**config.mk**
```make
export PLATFORM = sky130hd
export DESIGN_NAME = wm_cycle_controller_flat
export DESIGN_NICKNAME = d
export VERILOG_FILES = /design/src/rtl/wm_cycle_controller_if.sv /design/src/rtl/wm_cycle_controller.sv /design/src/flat_wrapper.sv
export SDC_FILE = /design/constraint.sdc
export NUM_CORES = 1
export LEC_CHECK = 0
export CORE_ASPECT_RATIO = 1.25
export CORE_MARGIN = 2
export CORE_UTILIZATION = 55
export CTS_CLUSTER_DIAMETER = 120
export DETAILED_ROUTE_END_ITERATION = 10
export GPL_TIMING_DRIVEN = 0
export PLACE_DENSITY = 0.89
export SLEW_MARGIN = 20
export SYNTH_ARGS = -nofsm -noshare
export SYNTH_HDL_FRONTEND = slang
export SYNTH_SLANG_ARGS = --single-unit
```
**constraint.sdc**
```tcl
create_clock -name clock -period 2.9 [get_ports clock]
set_clock_uncertainty 0.05 [all_clocks]
set_input_delay 0.435 -clock clock [delete_from_list [all_inputs] [get_ports clock]]
set_output_delay 0.435 -clock clock [all_outputs]
set_load 0.01 [all_outputs]
```
**src/rtl/wm_cycle_controller_if.sv**
```systemverilog
// Washing-machine controller bus.
// Groups the operator controls, the phase-timer link (phase code out,
// sticky completion flags in) and the actuator/status outputs.
//   master : controller side (drives state code, actuators, status)
//   slave  : environment side (panel, door switch, phase timer, plant)
interface wm_cycle_controller_if;
    // operator panel / door switch
    logic       start;
    logic       door_closed;
    logic       cancel;
    logic       pause;
    logic       cold_wash;
    // phase timer completion flags (sticky)
    logic       sig_Full;
    logic       sig_Temperature;
    logic       sig_Wash_Completed;
    logic       sig_Rinse_Completed;
    logic       sig_Spin_Completed;
    // phase code to timer, actuators, status
    logic [2:0] state;
    logic       door_lock;
    logic       water_valve;
    logic       heater;
    logic       motor;
    logic       busy;
    logic       done;
    logic       fault;

    modport master (
        input  start, door_closed, cancel, pause, cold_wash,
        input  sig_Full, sig_Temperature, sig_Wash_Completed,
               sig_Rinse_Completed, sig_Spin_Completed,
        output state, door_lock, water_valve, heater, motor,
               busy, done, fault
    );

    modport slave (
        output start, door_closed, cancel, pause, cold_wash,
        output sig_Full, sig_Temperature, sig_Wash_Completed,
               sig_Rinse_Completed, sig_Spin_Completed,
        input  state, door_lock, water_valve, heater, motor,
               busy, done, fault
    );
endinterface

```
**src/rtl/wm_cycle_controller.sv**
```systemverilog
// Washing-machine cycle sequencer.
// Steps FILL -> (HEAT) -> WASH -> RINSE -> SPIN -> DONE, driving a 3-bit
// phase code into the phase timer and advancing on the timer's sticky
// completion flag for the current phase only. Adds cold-wash skip,
// pause/resume, cancel, door-open interlock and a per-phase watchdog.
// Ports:
//   clock    rising-edge system clock
//   reset_n  asynchronous active-low reset
//   bus      controller bus (master side): inputs start/door_closed/
//            cancel/pause/cold_wash and sig_* flags; outputs state code,
//            door_lock, water_valve, heater, motor, busy, done, fault.
// All outputs are registered and decoded from the next state, so they
// always line up with the registered state.
module wm_cycle_controller #(
    parameter int WDT_LIMIT = 15,
    parameter int WDT_WIDTH = 5
) (
    input  logic                  clock,
    input  logic                  reset_n,
    wm_cycle_controller_if.master bus
);

    typedef enum logic [3:0] {
        S_IDLE, S_READY, S_FILL, S_HEAT, S_WASH,
        S_RINSE, S_SPIN, S_PAUSED, S_DONE, S_FAULT
    } st_t;

    localparam logic [WDT_WIDTH-1:0] WDT_LAST = WDT_WIDTH'(WDT_LIMIT - 1);

    st_t                 state_q, state_d;
    st_t                 saved_q, saved_d;   // phase to resume after PAUSED
    logic                cold_q,  cold_d;
    logic [WDT_WIDTH-1:0] wdt_q,  wdt_d;

    logic       phase_flag;   // completion flag of the phase we are in
    st_t        phase_next;   // successor of the current phase
    logic [2:0] code_d;
    logic       lock_d, valve_d, heat_d, motor_d, busy_d, done_d, fault_d;

    // Only the current phase's flag matters; earlier sticky flags are ignored.
    always_comb begin
        phase_flag = 1'b0;
        phase_next = state_q;
        case (state_q)
            S_FILL:  begin phase_flag = bus.sig_Full;
                           phase_next = cold_q ? S_WASH : S_HEAT; end
            S_HEAT:  begin phase_flag = bus.sig_Temperature;     phase_next = S_WASH;  end
            S_WASH:  begin phase_flag = bus.sig_Wash_Completed;  phase_next = S_RINSE; end
            S_RINSE: begin phase_flag = bus.sig_Rinse_Completed; phase_next = S_SPIN;  end
            S_SPIN:  begin phase_flag = bus.sig_Spin_Completed;  phase_next = S_DONE;  end
            default: begin phase_flag = 1'b0;                    phase_next = state_q; end
        endcase
    end

    always_comb begin
        state_d = state_q;
        saved_d = saved_q;
        cold_d  = cold_q;
        wdt_d   = wdt_q;
        case (state_q)
            S_IDLE:  if (bus.door_closed) state_d = S_READY;
            S_READY: begin
                if (!bus.door_closed) begin
                    state_d = S_IDLE;
                end else if (bus.start) begin
                    state_d = S_FILL;
                    cold_d  = bus.cold_wash;
                    wdt_d   = '0;
                end
            end
            S_FILL, S_HEAT, S_WASH, S_RINSE, S_SPIN: begin
                if (bus.cancel) begin
                    state_d = S_IDLE;
                end else if (!bus.door_closed) begin
                    state_d = S_FAULT;
                end else if (!phase_flag && wdt_q == WDT_LAST) begin
                    state_d = S_FAULT;
                end else if (phase_flag) begin
                    // completion beats a simultaneous pause
                    state_d = phase_next;
                    wdt_d   = '0;
                end else begin
                    wdt_d = wdt_q + 1'b1;
                    if (bus.pause) begin
                        state_d = S_PAUSED;
                        saved_d = state_q;
                    end
                end
            end
            // Watchdog holds here; resuming is not a new phase entry.
            S_PAUSED: begin
                if (bus.cancel)            state_d = S_IDLE;
                else if (!bus.door_closed) state_d = S_FAULT;
                else if (!bus.pause)       state_d = saved_q;
            end
            S_DONE:  if (!bus.door_closed) state_d = S_IDLE;
            S_FAULT: if (bus.cancel && !bus.door_closed) state_d = S_IDLE;
            default: state_d = S_IDLE;
        endcase
    end

    // Output decode from next state; registered below.
    always_comb begin
        code_d  = 3'd0;
        lock_d  = 1'b0;
        valve_d = 1'b0;
        heat_d  = 1'b0;
        motor_d = 1'b0;
        busy_d  = 1'b0;
        done_d  = 1'b0;
        fault_d = 1'b0;
        case (state_d)
            S_READY:  code_d = 3'd1;
            S_FILL:   begin code_d = 3'd2; lock_d = 1'b1; busy_d = 1'b1; valve_d = 1'b1; end
            S_HEAT:   begin code_d = 3'd3; lock_d = 1'b1; busy_d = 1'b1; heat_d  = 1'b1; end
            S_WASH:   begin code_d = 3'd4; lock_d = 1'b1; busy_d = 1'b1; motor_d = 1'b1; end
            S_RINSE:  begin code_d = 3'd5; lock_d = 1'b1; busy_d = 1'b1; motor_d = 1'b1; end
            S_SPIN:   begin code_d = 3'd6; lock_d = 1'b1; busy_d = 1'b1; motor_d = 1'b1; end
            S_PAUSED: begin code_d = 3'd7; lock_d = 1'b1; busy_d = 1'b1; end
            S_DONE:   done_d  = 1'b1;
            S_FAULT:  fault_d = 1'b1;
            default:  code_d  = 3'd0;
        endcase
    end

    always_ff @(posedge clock or negedge reset_n) begin
        if (!reset_n) begin
            state_q         <= S_IDLE;
            saved_q         <= S_FILL;
            cold_q          <= 1'b0;
            wdt_q           <= '0;
            bus.state       <= 3'd0;
            bus.door_lock   <= 1'b0;
            bus.water_valve <= 1'b0;
            bus.heater      <= 1'b0;
            bus.motor       <= 1'b0;
            bus.busy        <= 1'b0;
            bus.done        <= 1'b0;
            bus.fault       <= 1'b0;
        end else begin
            state_q         <= state_d;
            saved_q         <= saved_d;
            cold_q          <= cold_d;
            wdt_q           <= wdt_d;
            bus.state       <= code_d;
            bus.door_lock   <= lock_d;
            bus.water_valve <= valve_d;
            bus.heater      <= heat_d;
            bus.motor       <= motor_d;
            bus.busy        <= busy_d;
            bus.done        <= done_d;
            bus.fault       <= fault_d;
        end
    end

endmodule
```
**src/flat_wrapper.sv**
```systemverilog
// flat-port wrapper written by rule: the top's interface ports become plain ports
module wm_cycle_controller_flat 
#(
    parameter int WDT_LIMIT = 15,
    parameter int WDT_WIDTH = 5
)
  (clock, reset_n, bus_start, bus_door_closed, bus_cancel, bus_pause, bus_cold_wash, bus_sig_Full, bus_sig_Temperature, bus_sig_Wash_Completed, bus_sig_Rinse_Completed, bus_sig_Spin_Completed, bus_state, bus_door_lock, bus_water_valve, bus_heater, bus_motor, bus_busy, bus_done, bus_fault);
  wm_cycle_controller_if bus_i ();
  input  logic clock;
  input  logic reset_n;
  input wire logic [$bits(bus_i.start)-1:0] bus_start;
  input wire logic [$bits(bus_i.door_closed)-1:0] bus_door_closed;
  input wire logic [$bits(bus_i.cancel)-1:0] bus_cancel;
  input wire logic [$bits(bus_i.pause)-1:0] bus_pause;
  input wire logic [$bits(bus_i.cold_wash)-1:0] bus_cold_wash;
  input wire logic [$bits(bus_i.sig_Full)-1:0] bus_sig_Full;
  input wire logic [$bits(bus_i.sig_Temperature)-1:0] bus_sig_Temperature;
  input wire logic [$bits(bus_i.sig_Wash_Completed)-1:0] bus_sig_Wash_Completed;
  input wire logic [$bits(bus_i.sig_Rinse_Completed)-1:0] bus_sig_Rinse_Completed;
  input wire logic [$bits(bus_i.sig_Spin_Completed)-1:0] bus_sig_Spin_Completed;
  output wire logic [$bits(bus_i.state)-1:0] bus_state;
  output wire logic [$bits(bus_i.door_lock)-1:0] bus_door_lock;
  output wire logic [$bits(bus_i.water_valve)-1:0] bus_water_valve;
  output wire logic [$bits(bus_i.heater)-1:0] bus_heater;
  output wire logic [$bits(bus_i.motor)-1:0] bus_motor;
  output wire logic [$bits(bus_i.busy)-1:0] bus_busy;
  output wire logic [$bits(bus_i.done)-1:0] bus_done;
  output wire logic [$bits(bus_i.fault)-1:0] bus_fault;
  assign bus_i.start = bus_start;
  assign bus_i.door_closed = bus_door_closed;
  assign bus_i.cancel = bus_cancel;
  assign bus_i.pause = bus_pause;
  assign bus_i.cold_wash = bus_cold_wash;
  assign bus_i.sig_Full = bus_sig_Full;
  assign bus_i.sig_Temperature = bus_sig_Temperature;
  assign bus_i.sig_Wash_Completed = bus_sig_Wash_Completed;
  assign bus_i.sig_Rinse_Completed = bus_sig_Rinse_Completed;
  assign bus_i.sig_Spin_Completed = bus_sig_Spin_Completed;
  assign bus_state = bus_i.state;
  assign bus_door_lock = bus_i.door_lock;
  assign bus_water_valve = bus_i.water_valve;
  assign bus_heater = bus_i.heater;
  assign bus_motor = bus_i.motor;
  assign bus_busy = bus_i.busy;
  assign bus_done = bus_i.done;
  assign bus_fault = bus_i.fault;
  wm_cycle_controller #(.WDT_LIMIT(WDT_LIMIT), .WDT_WIDTH(WDT_WIDTH)) u_core (.clock(clock), .reset_n(reset_n), .bus(bus_i));
endmodule
```
* Word-level counts from Yosys, hierarchy flattened
Cells that the tools add are included.
** Word-level totals
- Word-level logic and storage cells :: 82
- Bits of input ports :: 12
- Register bits after elaboration :: 23
- Output and inout port bits :: 10
** Operators by class
- Equality and inequality tests :: 24
- Bitwise logic cells :: 3
- Add/sub/neg operators :: 1
- Reductions and logical operators :: 12
- Mux-type cells :: 31
** Operators with widths (count)
- $mux W4 :: 13
- $eq A4 B3 Y1 const B :: 8
- $mux W5 :: 6
- $pmux W4 S6 :: 1
- $pmux W3 S7 :: 1
- $pmux W4 S5 :: 1
- $eq A4 B2 Y1 const B :: 4
- $eq A4 B4 Y1 const B :: 4
- $ne A2 B2 Y1 const B :: 5
- $pmux W5 S2 :: 1
- $eq A4 B1 Y1 const B :: 2
- $mux W1 :: 6
- $reduce_and A6 Y1 :: 1
- $reduce_or A6 Y1 :: 1
- $add A5 B1 Y5 const B :: 1
- $eq A5 B4 Y1 const B :: 1
- $pmux W1 S5 :: 1
- $reduce_and A5 Y1 :: 1
- $reduce_or A5 Y1 :: 1
- $logic_not A4 Y1 :: 1
- $mux W3 :: 1
- $not A1 Y1 :: 3
- $reduce_and A3 Y1 :: 1
- $reduce_or A3 Y1 :: 1
- 3 further kinds :: 5

* Logic depth before layout (Yosys ltp)
Gate-level depths: netlist (run 1).
- Depth in word-level cells :: 11
- Mapped depth :: 8
- Gate-level depth less buffers :: 8

* Worst setup path after synthesis (run 1)
Ideal clock, no wire load.
- Path kind :: input -> register
- From :: input port bus_door_closed
- To :: register u_core.bus.done
- Library setup time :: 0.121 ns
- Arrival :: 1.846 ns
- Path buffers :: 1
- Data required time :: 2.729 ns
- Path slack :: 0.883 ns
- Cell stages on the path :: 6
- Cell sequence :: clkbuf_1 nand2b_1 or4_4 a221o_1 and3_1 and4b_1
** Between the ends
- Cells in the longest elaborated chain, start to end :: 6
- Elaborated cells between the ends (all ways) :: 13
- Classes of those cells :: eq/ne (1); mux (10); reduce/logical (2)
** Ends and longest elaborated chain
- from (decl) :: line flat_wrapper.sv:12 : input wire logic [$bits(bus_i.door_closed)-1:0] bus_door_closed;
- $logic_not A1 Y1
- $logic_and A1 B1 Y1 :: line wm_cycle_controller.sv:97 : S_FAULT: if (bus.cancel && !bus.door_closed) state_d = S_IDLE;
- $mux W4 :: line wm_cycle_controller.sv:97
- $pmux W4 S6 (*) :: line wm_cycle_controller.sv:60 : case (state_q)
- $eq A4 B4 Y1 (*) :: line wm_cycle_controller.sv:112 : case (state_d)
- $mux W1 (*) :: line wm_cycle_controller.sv:112
- named net u_core.done_d :: line wm_cycle_controller.sv:38 : logic lock_d, valve_d, heat_d, motor_d, busy_d, done_d, fault_d;
- to (signal assigned) :: line wm_cycle_controller.sv:151 : bus.done <= done_d;
- to (decl) :: line wm_cycle_controller_if.sv:34 : busy, done, fault
The timed path passes the listed nets; every way through them passes the cells marked *.
A chain may end at the register's enable or synchronous reset.

* Final worst setup path (run 1)
- From :: register u_core.state_q[2]
- To :: register u_core.bus.done
** Between the ends
- Cells in the longest elaborated chain, start to end :: 10
- Elaborated cells between the ends (all ways) :: 31
- Classes of those cells :: eq/ne (10); mux (17); reduce/logical (4)
** Ends and longest elaborated chain
- from (decl) :: line wm_cycle_controller.sv:30 : st_t state_q, state_d;
- from (signal assigned) :: line wm_cycle_controller.sv:141 : state_q <= state_d;
- $eq A4 B3 Y1 or $eq A4 B2 Y1 (tied branches) :: line wm_cycle_controller.sv:44, wm_cycle_controller.sv:60
- $pmux W1 S5 :: line wm_cycle_controller.sv:44 : case (state_q)
- $logic_not A1 Y1 :: line wm_cycle_controller.sv:76 : end else if (!phase_flag && wdt_q == WDT_LAST) begin
- $logic_and A1 B1 Y1 :: line wm_cycle_controller.sv:76
- $mux W4 :: line wm_cycle_controller.sv:76
- $mux W4 :: line wm_cycle_controller.sv:74 : end else if (!bus.door_closed) begin
- $mux W4 :: line wm_cycle_controller.sv:72 : if (bus.cancel) begin
- $pmux W4 S6 (*) :: line wm_cycle_controller.sv:60
- named net u_core.state_d[3] :: line wm_cycle_controller.sv:30
- $eq A4 B4 Y1 (*) :: line wm_cycle_controller.sv:112
- $mux W1 (*) :: line wm_cycle_controller.sv:112
- named net u_core.done_d :: line wm_cycle_controller.sv:38
Marks and branches as above.

==> impl_metrics.py, run 1 <==
metrics = {
    "outcome": {
        "outcome": "finished, final reports clean",
    },
    "worst_hold_path": {
        "hp-class": "in2async",
    },
    "cts": {
        "cts_buffers": 3,
        "cts_sinks": 23,
        "cts_max_path_buffers": 2,
        "post_cts_resized": 0,
        "cts_hold_buffers": 0,
        "root_buffer": "clkbuf_4",
        "htreeDepth": 1,
        "clock_latency_ns": 0.31,
        "cts_tree": "done",
        "clkSlewWorstSetupHoldPaths_ns": 0.12,
        "cts_setup_buffers": 0,
    },
    "critical_path": {
        "cp-start-kind": "register",
        "crit_fanout": 10,
        "timing.critical_path.slowest_stage_cell": "nor4_1",
        "cp-end-kind": "register",
        "cp_data_arrival_time_ns": 2.45,
        "max_stage_delay_ns": 0.58,
        "cp.buffers_inverters": 1,
        "path_cells": "buf_2 -> nor2_1 -> nor4_1 -> o21ai_0 -> nand3_1 -> and4b_1",
        "worstSetupPathType": "reg2reg",
        "cp_data_required_time_ns": 3.10,
        "cp_top_family": "simple AND/OR/NAND/NOR gates",
    },
    "sta": {
        "maxSlewViolCount": 0,
        "slew_headroom_pct": 50.9,
        "rsz0062_at_grt": "false",
        "fmax_mhz": 445,
        "setup-violations-final": 0,
        "timing.setup.tns_ns": 0,
        "fin_crit_ns": 2.25,
        "worst_pin_slew_ns": 0.729,
        "hold_violations": 0,
        "finalCritPeriodShare_pct": 77.4,
        "whs_ns": 0.0211,
        "setup_ws_ns": 0.654,
    },
    "synth": {
        "synth-edff-count": 0,
        "yosysSeqAreaShare_pct": 41.6,
        "syn_avg_cell_area_um2": 9.63,
        "synth-simple-area-share_pct": 26.0,
        "ys_ff_latch": 23,
        "netlist.area_leader.share_pct": 39.7,
        "async_flop_share_pct": 100,
        "synth_fp_nets": 158,
        "syn_inst": 144,
        "synthXorXnorAreaFrac_pct": 0,
        "synthMuxAreaShare_pct": 5.32,
        "synth_area_leaders": "dfrtp_1 40%, and3_1 3.2%, mux2i_1 2.9%",
        "synth_top_family_by_area": "simple AND/OR/NAND/NOR gates",
        "synth_fa_ha_area_share_pct": 1.81,
        "synthTopCellsByCount": "22 x dfrtp_1, 10 x nand2_1, 7 x and3_1, 7 x inv_1",
        "synth_most_common_cell": "dfrtp_1",
        "synth_cell_type_count": 52,
        "ys.flop_type": "dfrtp_1",
        "synth_compound_area_share_pct": 19.9,
        "yosys.area.top_type": "dfrtp_1",
        "syn_area_um2": 1390,
        "ys_warn_count": 0,
    },
    "global_routing": {
        "use_met2_pct": 45.2,
        "use_met1_pct": 29.7,
        "grt_usage_pct": 24.4,
        "grt_start_max_net_pins": 24,
        "grt_overflow": 0,
        "grtUsageMet3_pct": 4.00,
        "antenna_found_initial": 0,
        "grt_pass1_wl_mm": 5.48,
        "grt_pass1_vias": 1145,
        "grt_busiest_layer": "met2",
    },
    "pwr": {
        "cellPowerDensity_nw_per_um2": 409,
        "p_seq_share_pct": 55.0,
        "swShare_pct": 29.8,
        "irDropWorstVdd_mv": 0.311,
        "p_int_mw": 0.471,
        "comb_power_share_pct": 23.4,
        "p_clk_share_pct": 21.6,
        "p_leak_nw": 0.757,
        "switchingPower_mw": 0.200,
    },
    "placement": {
        "placed_cell_area_um2": 1620,
        "io_buffers": 19,
        "gp_congestion": 0.940,
        "pre_cts_slack_ns": 0.395,
        "dp_hpwl_mm": 2.60,
    },
    "floorplan": {
        "num_rows": 20,
        "ios": 22,
        "start_util_pct": 57.7,
        "die-area_um2": 2940,
        "core_area_um2": 2400,
        "die_y_um": 60.1,
        "die_x_um": 48.9,
    },
    "drt": {
        "drcViolationCount": 0,
        "routedWlPerCell_um": 16.7,
        "drt_pre_antenna_iters": 4,
        "vias": 1208,
        "drtIter0Drc": 51,
        "viasPerCell": 6.04,
        "detail-route-antenna-nets": 0,
        "routed_wl_mm": 3.34,
    },
    "final_layout": {
        "nNetsFinal": 182,
        "multi_input_area_um2": 736,
        "fin_area_um2": 1640,
        "nFillCells": 202,
        "register_area_um2": 577,
        "drive_above_1_share_pct": 12.0,
        "area_growth_syn_to_layout_pct": 18.3,
        "antennaDiodeCount": 0,
    },
    "run": {
        "cap_violations": 0,
    },
}
[final timing paths]
path,start,end,slack [ns],cells after the start
worst min-delay path,reset_n,u_core.state_q[3],0.02,1
worst min register to register,u_core.saved_q[3],u_core.saved_q[3],0.47,1
worst max register to register,u_core.state_q[2],u_core.bus.done,0.65,6
max in group asynchronous,reset_n,u_core.saved_q[1],2.41,1
worst max-delay path,u_core.state_q[2],u_core.bus.done,0.65,6
min in group clock,u_core.saved_q[3],u_core.saved_q[3],0.47,1
[cells in the final DEF (no fill, tap or decap), types with 3 or more instances in the layout]
cell type and n:
nor2b_1 5, dfrtp_1 22, clkbuf_4 3, nand3_1 6, a21o_1 3, mux2_2 3, nand2b_1 3, inv_1 7
nor3_1 5, nand2_1 10, o21ai_0 5, nor2_1 6, mux2i_1 4, and3_1 7, buf_2 3, a211o_1 3
clkbuf_1 3, clkdlybuf4s50_1 18, a21oi_1 5
[per-layer routing]
layer	part of all wire, %	wire [µm]
met1	39	1320
met3	7.1	236
met2	52	1750
met5	0	0
met4	1.0	35
[power groups by stage]
| stage | clock network (mW) | logic [mW] | registers, mW |
|---|---|---|---|
| after CTS | 0.148 | 0.159 | 0.369 |
| after global routing | 0.162 | 0.173 | 0.373 |
| final | 0.145 | 0.157 | 0.369 |
| after floorplan | 0 | 0.0948 | 0.373 |
| after detailed placement | 0 | 0.158 | 0.375 |
| after global placement | 0 | 0.151 | 0.373 |
[sequential cells by signal (all words and copies together) (netlist names)]
| name | count |
|---|---|
| u_core.bus.done | 1 |
| u_core.bus.heater | 1 |
| u_core.bus.door_lock | 1 |
| u_core.saved_q | 4 |
| u_core.wdt_q | 5 |
| u_core.bus.fault | 1 |
| u_core.bus.state | 3 |
| u_core.cold_q | 1 |
| u_core.bus.water_valve | 1 |
| u_core.state_q | 4 |
| u_core.bus.motor | 1 |
[cell families (layout without fill, tap and decap cells)]
family | count (synthesis) | after routing
flip-flops | 23 | 23
adder cells (fa/ha/maj) | 2 | 2
buffers and inverters | 16 | 39
AO/OA/AOI/OAI | 35 | 35
AND/OR/NAND/NOR | 61 | 61
multiplexers | 7 | 7
[through the flow]
step | std cells | power (mW) | util (%)
2_1_floorplan | 144 | 0.468 | -
3_3_place_gp | 196 | 0.523 | 67.3
3_5_place_dp | 196 | 0.533 | 67.3
4_1_cts | 200 | 0.675 | 68.5
5_1_grt | 200 | 0.708 | 68.3
6_report | 200 | 0.671 | 68.3
[area by class of cell]
class                           count  area share [%]
Sequential cell                    23            35.2
Multi-Input combinational cell    105            44.9
Timing Repair Buffer               19            11.3
Tap cell                           33            2.52
Inverter                            9            2.06
Clock inverter                      1           0.305
Buffer                              7            2.44
Clock buffer                        3            1.37
Note: power is estimated with default switching activity, not from simulation.
==> run 2, diff against run 1 <==
Settings changed: CORE_UTILIZATION 55 to 47, PLACE_DENSITY 0.89 to 0.81.
Clock period 2.9 ns to 2 ns, I/O delays scaled along.
==> run 2 against run 1 <==
Effect of this change: the flow now finishes with violations (setup timing); setup slack worse by 0.76 ns; via count up 1.2%; combinational power up 69%; first-iteration DRC count down 41%; sequential cell count unchanged.
==> impl_metrics.py, run 2 (synthesized netlist as in run 1, its figures left out) <==
metrics = {
    "floorplan": {
        "num_rows": 22,
        "die_x_um": 52.6,
        "die-area_um2": 3400,
        "core_area_um2": 2860,
        "start_util_pct": 48.4,
        "ios": 22,
        "die_y_um": 64.7,
    },
    "sta": {
        "worst_pin_slew_ns": 0.513,
        "fin_crit_ns": 2.11,
        "hold_violations": 0,
        "fmax_mhz": 475,
        "finalCritPeriodShare_pct": 105,
        "rsz0062_at_grt": "true",
        "setup_ws_ns": -0.106,
        "whs_ns": 0.403,
        "setup-violations-final": 6,
        "maxSlewViolCount": 0,
        "slew_headroom_pct": 65.8,
    },
    "outcome": {
        "outcome": "finished with violations",
        "violations": "setup timing",
    },
    "critical_path": {
        "path_cells": "or3b_4 -> o32a_4 -> a221o_1 -> a31o_4 -> nor4_2",
        "timing.critical_path.slowest_stage_cell": "dfrtp_1",
        "crit_fanout": 8,
        "cp_data_required_time_ns": 2.19,
        "cp.buffers_inverters": 0,
        "cp_data_arrival_time_ns": 2.30,
        "cp-start-kind": "register",
        "max_stage_delay_ns": 0.45,
        "cp-end-kind": "register",
        "worstSetupPathType": "reg2reg",
        "cp_top_family": "compound AO/OA/AOI/OAI gates",
    },
    "cts": {
        "root_buffer": "clkbuf_4",
        "clkSlewWorstSetupHoldPaths_ns": 0.13,
        "cts_sinks": 23,
        "cts_max_path_buffers": 2,
        "clock_latency_ns": 0.33,
        "cts_tree": "done",
        "htreeDepth": 1,
        "cts_buffers": 3,
    },
    "final_layout": {
        "nFillCells": 241,
        "nNetsFinal": 188,
        "most-common-layout-cells": "19 x dfrtp_1, 18 x clkdlybuf4s50_1, 9 x nand2_1",
        "largest_register": "u_core.wdt_q",
        "largest_reg_flops": 5,
        "drive_above_1_share_pct": 24.9,
        "top_regs": "u_core.wdt_q (5), u_core.saved_q (4), u_core.state_q (4)",
        "area_growth_syn_to_layout_pct": 28.1,
        "final_common_cell": "dfrtp_1",
        "final_cells": 209,
        "antennaDiodeCount": 0,
    },
    "pwr": {
        "irDropWorstVdd_mv": 0.505,
        "p_leak_nw": 0.809,
        "cellPowerDensity_nw_per_um2": 579,
        "power_mw": 1.03,
    },
    "drt": {
        "drt_pre_antenna_iters": 4,
        "detail-route-antenna-nets": 0,
        "routed_wl_mm": 3.48,
        "vias": 1223,
        "drtIter0Drc": 30,
        "routedWlPerCell_um": 16.7,
        "viasPerCell": 5.85,
        "drcViolationCount": 0,
    },
    "global_routing": {
        "grtUsageMet3_pct": 3.92,
        "grt_busiest_layer": "met2",
        "grt_pass1_vias": 1212,
        "grt_overflow": 0,
        "grt_usage_pct": 22.7,
        "use_met1_pct": 29.7,
        "antenna_found_initial": 0,
        "grt_start_max_net_pins": 24,
        "use_met2_pct": 36.1,
        "grt_pass1_wl_mm": 5.68,
    },
    "run": {
        "cap_violations": 0,
    },
    "placement": {
        "pre_cts_slack_ns": -0.340,
        "io_buffers": 19,
        "dp_hpwl_mm": 2.61,
        "gp_congestion": 0.898,
        "placed_cells": 199,
    },
    "worst_hold_path": {
        "hp-class": "in2async",
    },
}
-- run 2: changes by cell type in the layout (fill, tap and decap cells not counted), moves of 2 or more --
cell / delta
nand3_2: +2
buf_4: +7
dfrtp_2: +3
and3_4: +2
and3_1: -2
dfrtp_1: -3
nand3_1: -2
buf_2: -2
-- run 2: final cells by class --
cell class                 instances  area (µm²)  share of cell area (%)
buffer                             6        38.8                    2.18
clock buffer                       3        22.5                    1.27
clock inverter                     1        5.00                   0.282
inverter                           9        33.8                    1.90
multi-input combinational        105         810                    45.6
sequential                        23         581                    32.7
tap                               36        45.0                    2.54
timing repair buffer              26         240                    13.5
-- run 2: power breakdown --
group	leakage [nW]	switching [mW]	internal [mW]
Sequential	0.306	0.0331	0.505
Combinational	0.485	0.137	0.129
Clock	0.0177	0.150	0.0753
Total	0.809	0.319	0.709
-- run 2: worst register-to-register path, delay by kind of cell, from the launching register on --
kind	cells	cell delay (ns)
compound gates	3	0.91
simple gates	2	0.61
flops	1	0.45
-- run 2: final timing paths --
check,start,endpoint,slack (ns),depth (start not counted)
max,u_core.state_q[1],u_core.bus.water_valve,-0.11,5
min,reset_n,u_core.bus.state[1],0.40,2
max reg2reg,u_core.state_q[1],u_core.bus.water_valve,-0.11,5
min reg2reg,u_core.saved_q[3],u_core.saved_q[3],0.46,1
max in group asynchronous,reset_n,u_core.wdt_q[0],1.13,2
min in group clock,bus_cold_wash,u_core.cold_q,0.44,3
-- run 2: per-layer routing --
metal	wire (µm)	up-vias
li1	-	590
met1	1560	602
met2	1740	23
met3	111	8
met4	71	0
met5	0	-
-- run 2: what timing repair did --
action                     CTS  global route
resized for setup            9            13
hold buffers                 0             1
pin swaps                    2             4
setup endpoints to repair   14            13
buffers inserted             2             4
gates cloned                 0             0
hold endpoints to repair     0            22
-- run 2: through the flow --
step / TNS (ns) / utilization, % / area [µm²]
after global placement: -2.83 / 56.6 / 1620
final: -0.479 / 62.0 / 1780
after global routing: -0.870 / 62.0 / 1780
after CTS: -0.438 / 59.6 / 1710
after detailed placement: -3.34 / 56.6 / 1620
after floorplan: 0 / - / 1390
==> run 3, diff against run 2 <==
Settings changed: CAP_MARGIN set to 20, CORE_ASPECT_RATIO 1.25 to unset.
==> run 3 against run 2 <==
Effect of this change: hold slack better by 0.0024 ns; sequential cell count unchanged; clock-buffer cell count unchanged; non-clock buffer count up 4; the flow still finishes with violations (setup timing); routed wire length up 7.5%; critical path type unchanged.
==> impl_metrics.py, run 3 (synthesized netlist as in run 1, its figures left out) <==
metrics = {
    "outcome": {
        "outcome": "finished with violations",
        "violations": "setup timing",
    },
    "sta": {
        "finalCritPeriodShare_pct": 106,
        "worst_pin_slew_ns": 0.512,
        "rsz0062_at_grt": "true",
        "hold_violations": 0,
        "whs_ns": 0.406,
        "fmax_mhz": 471,
        "fin_crit_ns": 2.12,
        "timing.setup.tns_ns": -0.746,
        "setup-violations-final": 9,
        "maxSlewViolCount": 0,
        "slew_headroom_pct": 65.9,
        "setup_ws_ns": -0.123,
    },
    "final_layout": {
        "drive_above_1_share_pct": 24.3,
        "largest_register": "u_core.wdt_q",
        "largest_reg_flops": 5,
        "area_growth_syn_to_layout_pct": 29.3,
        "final_common_cell": "dfrtp_1",
        "antennaDiodeCount": 0,
        "top_regs": "u_core.wdt_q (5), u_core.saved_q (4), u_core.state_q (4)",
        "nNetsFinal": 192,
        "most-common-layout-cells": "20 x dfrtp_1, 18 x clkdlybuf4s50_1, 12 x buf_4",
    },
    "global_routing": {
        "grt_pass1_vias": 1208,
        "grt_usage_pct": 21.6,
        "grt_pass1_wl_mm": 5.62,
        "grt_start_max_net_pins": 24,
        "grt_overflow": 0,
        "antenna_found_initial": 0,
    },
    "critical_path": {
        "cp-end-kind": "register",
        "crit_fanout": 10,
        "worstSetupPathType": "reg2reg",
        "cp_data_arrival_time_ns": 2.34,
        "timing.critical_path.slowest_stage_cell": "dfrtp_1",
        "path_cells": "buf_4 -> and3b_1 -> nand2_1 -> a221o_1 -> a31o_4 -> and4b_1",
        "cp_data_required_time_ns": 2.21,
        "max_stage_delay_ns": 0.42,
        "timing.rr.start": "u_core.state_q[2]",
        "cp-start-kind": "register",
        "startpoint": "u_core.state_q[2]",
    },
    "cts": {
        "clkSlewWorstSetupHoldPaths_ns": 0.14,
        "clock_latency_ns": 0.32,
        "cts_sinks": 23,
        "cts_max_path_buffers": 2,
        "htreeDepth": 1,
        "cts_buffers": 3,
        "cts_tree": "done",
        "root_buffer": "clkbuf_4",
    },
    "drt": {
        "routedWlPerCell_um": 18.0,
        "vias": 1305,
        "drcViolationCount": 0,
        "drtIter0Drc": 68,
        "routed_wl_mm": 3.74,
        "drt_pre_antenna_iters": 4,
        "viasPerCell": 6.27,
        "detail-route-antenna-nets": 0,
    },
    "pwr": {
        "cellPowerDensity_nw_per_um2": 576,
        "irDropWorstVdd_mv": 0.453,
        "p_leak_nw": 0.824,
    },
    "floorplan": {
        "die_y_um": 58.3,
        "die-area_um2": 3400,
        "ios": 22,
        "start_util_pct": 49.8,
        "die_x_um": 58.3,
        "num_rows": 19,
        "core_area_um2": 2780,
    },
    "placement": {
        "dp_hpwl_mm": 2.43,
        "io_buffers": 19,
        "gp_congestion": 0.916,
    },
    "run": {
        "cap_violations": 0,
    },
    "worst_hold_path": {
        "hp-class": "in2async",
    },
}
[run 3: worst max-delay path, delay by kind of cell (launching register included)]
family / cells / cell delay, ns
AO/OA/AOI/OAI: 2 / 0.68
flip-flops: 1 / 0.42
AND/OR/NAND/NOR: 3 / 0.72
buffers and inverters: 1 / 0.20
[run 3: per-layer routing]
metal | part of all wire, % | up-vias | track usage (%) | routed length [µm]
met5 | 0 | - | 0 | 0
met4 | 2.0 | 0 | 8.64 | 74
met3 | 5.7 | 11 | 2.42 | 212
met2 | 50 | 55 | 33.2 | 1870
met1 | 42 | 640 | 31.3 | 1580
li1 | - | 599 | - | -
[run 3: path summary, 6_finish.rpt]
| check | depth (start not counted) | slack (ns) | end |
|---|---|---|---|
| min reg2reg | 1 | 0.45 | u_core.saved_q[3] |
| max | 6 | -0.12 | u_core.bus.done |
| min in group clock | 1 | 0.45 | u_core.saved_q[3] |
| max reg2reg | 6 | -0.12 | u_core.bus.done |
| min | 2 | 0.41 | u_core.wdt_q[3] |
| max in group asynchronous | 2 | 1.11 | u_core.state_q[1] |
[run 3: per-stage QoR]
step	power (mW)	util (%)	instance area (µm²)	setup WS, ns	instances
global route	1.09	64.5	1790	-0.190	208
global placement	0.761	58.1	1620	-0.317	194
floorplan	0.679	-	1390	0.0150	144
detailed placement	0.772	58.1	1620	-0.308	194
finish	1.03	64.5	1790	-0.123	208
CTS	1.00	61.2	1700	-0.108	201
[run 3: area by class of cell]
| type | instances | area, µm² |
|---|---|---|
| Multi-Input combinational cell | 105 | 805 |
| Clock buffer | 3 | 22.5 |
| Sequential cell | 23 | 579 |
| Fill cell | 237 | 988 |
| Tap cell | 31 | 38.8 |
| Inverter | 9 | 33.8 |
| Clock inverter | 1 | 5.00 |
| Buffer | 6 | 35.0 |
| Timing Repair Buffer | 30 | 274 |
[run 3: report_power, final]
| part | switching (mW) | internal (mW) |
|---|---|---|
| sequential | 0.0320 | 0.504 |
| clock | 0.150 | 0.0750 |
| combinational | 0.141 | 0.132 |
[run 3: timing repair]
action,in CTS,in global routing
hold endpoints to repair,0,22
pin swaps,0,2
resized for setup,9,10
setup buffers,3,7
hold buffers,0,1
setup endpoints to repair,14,13
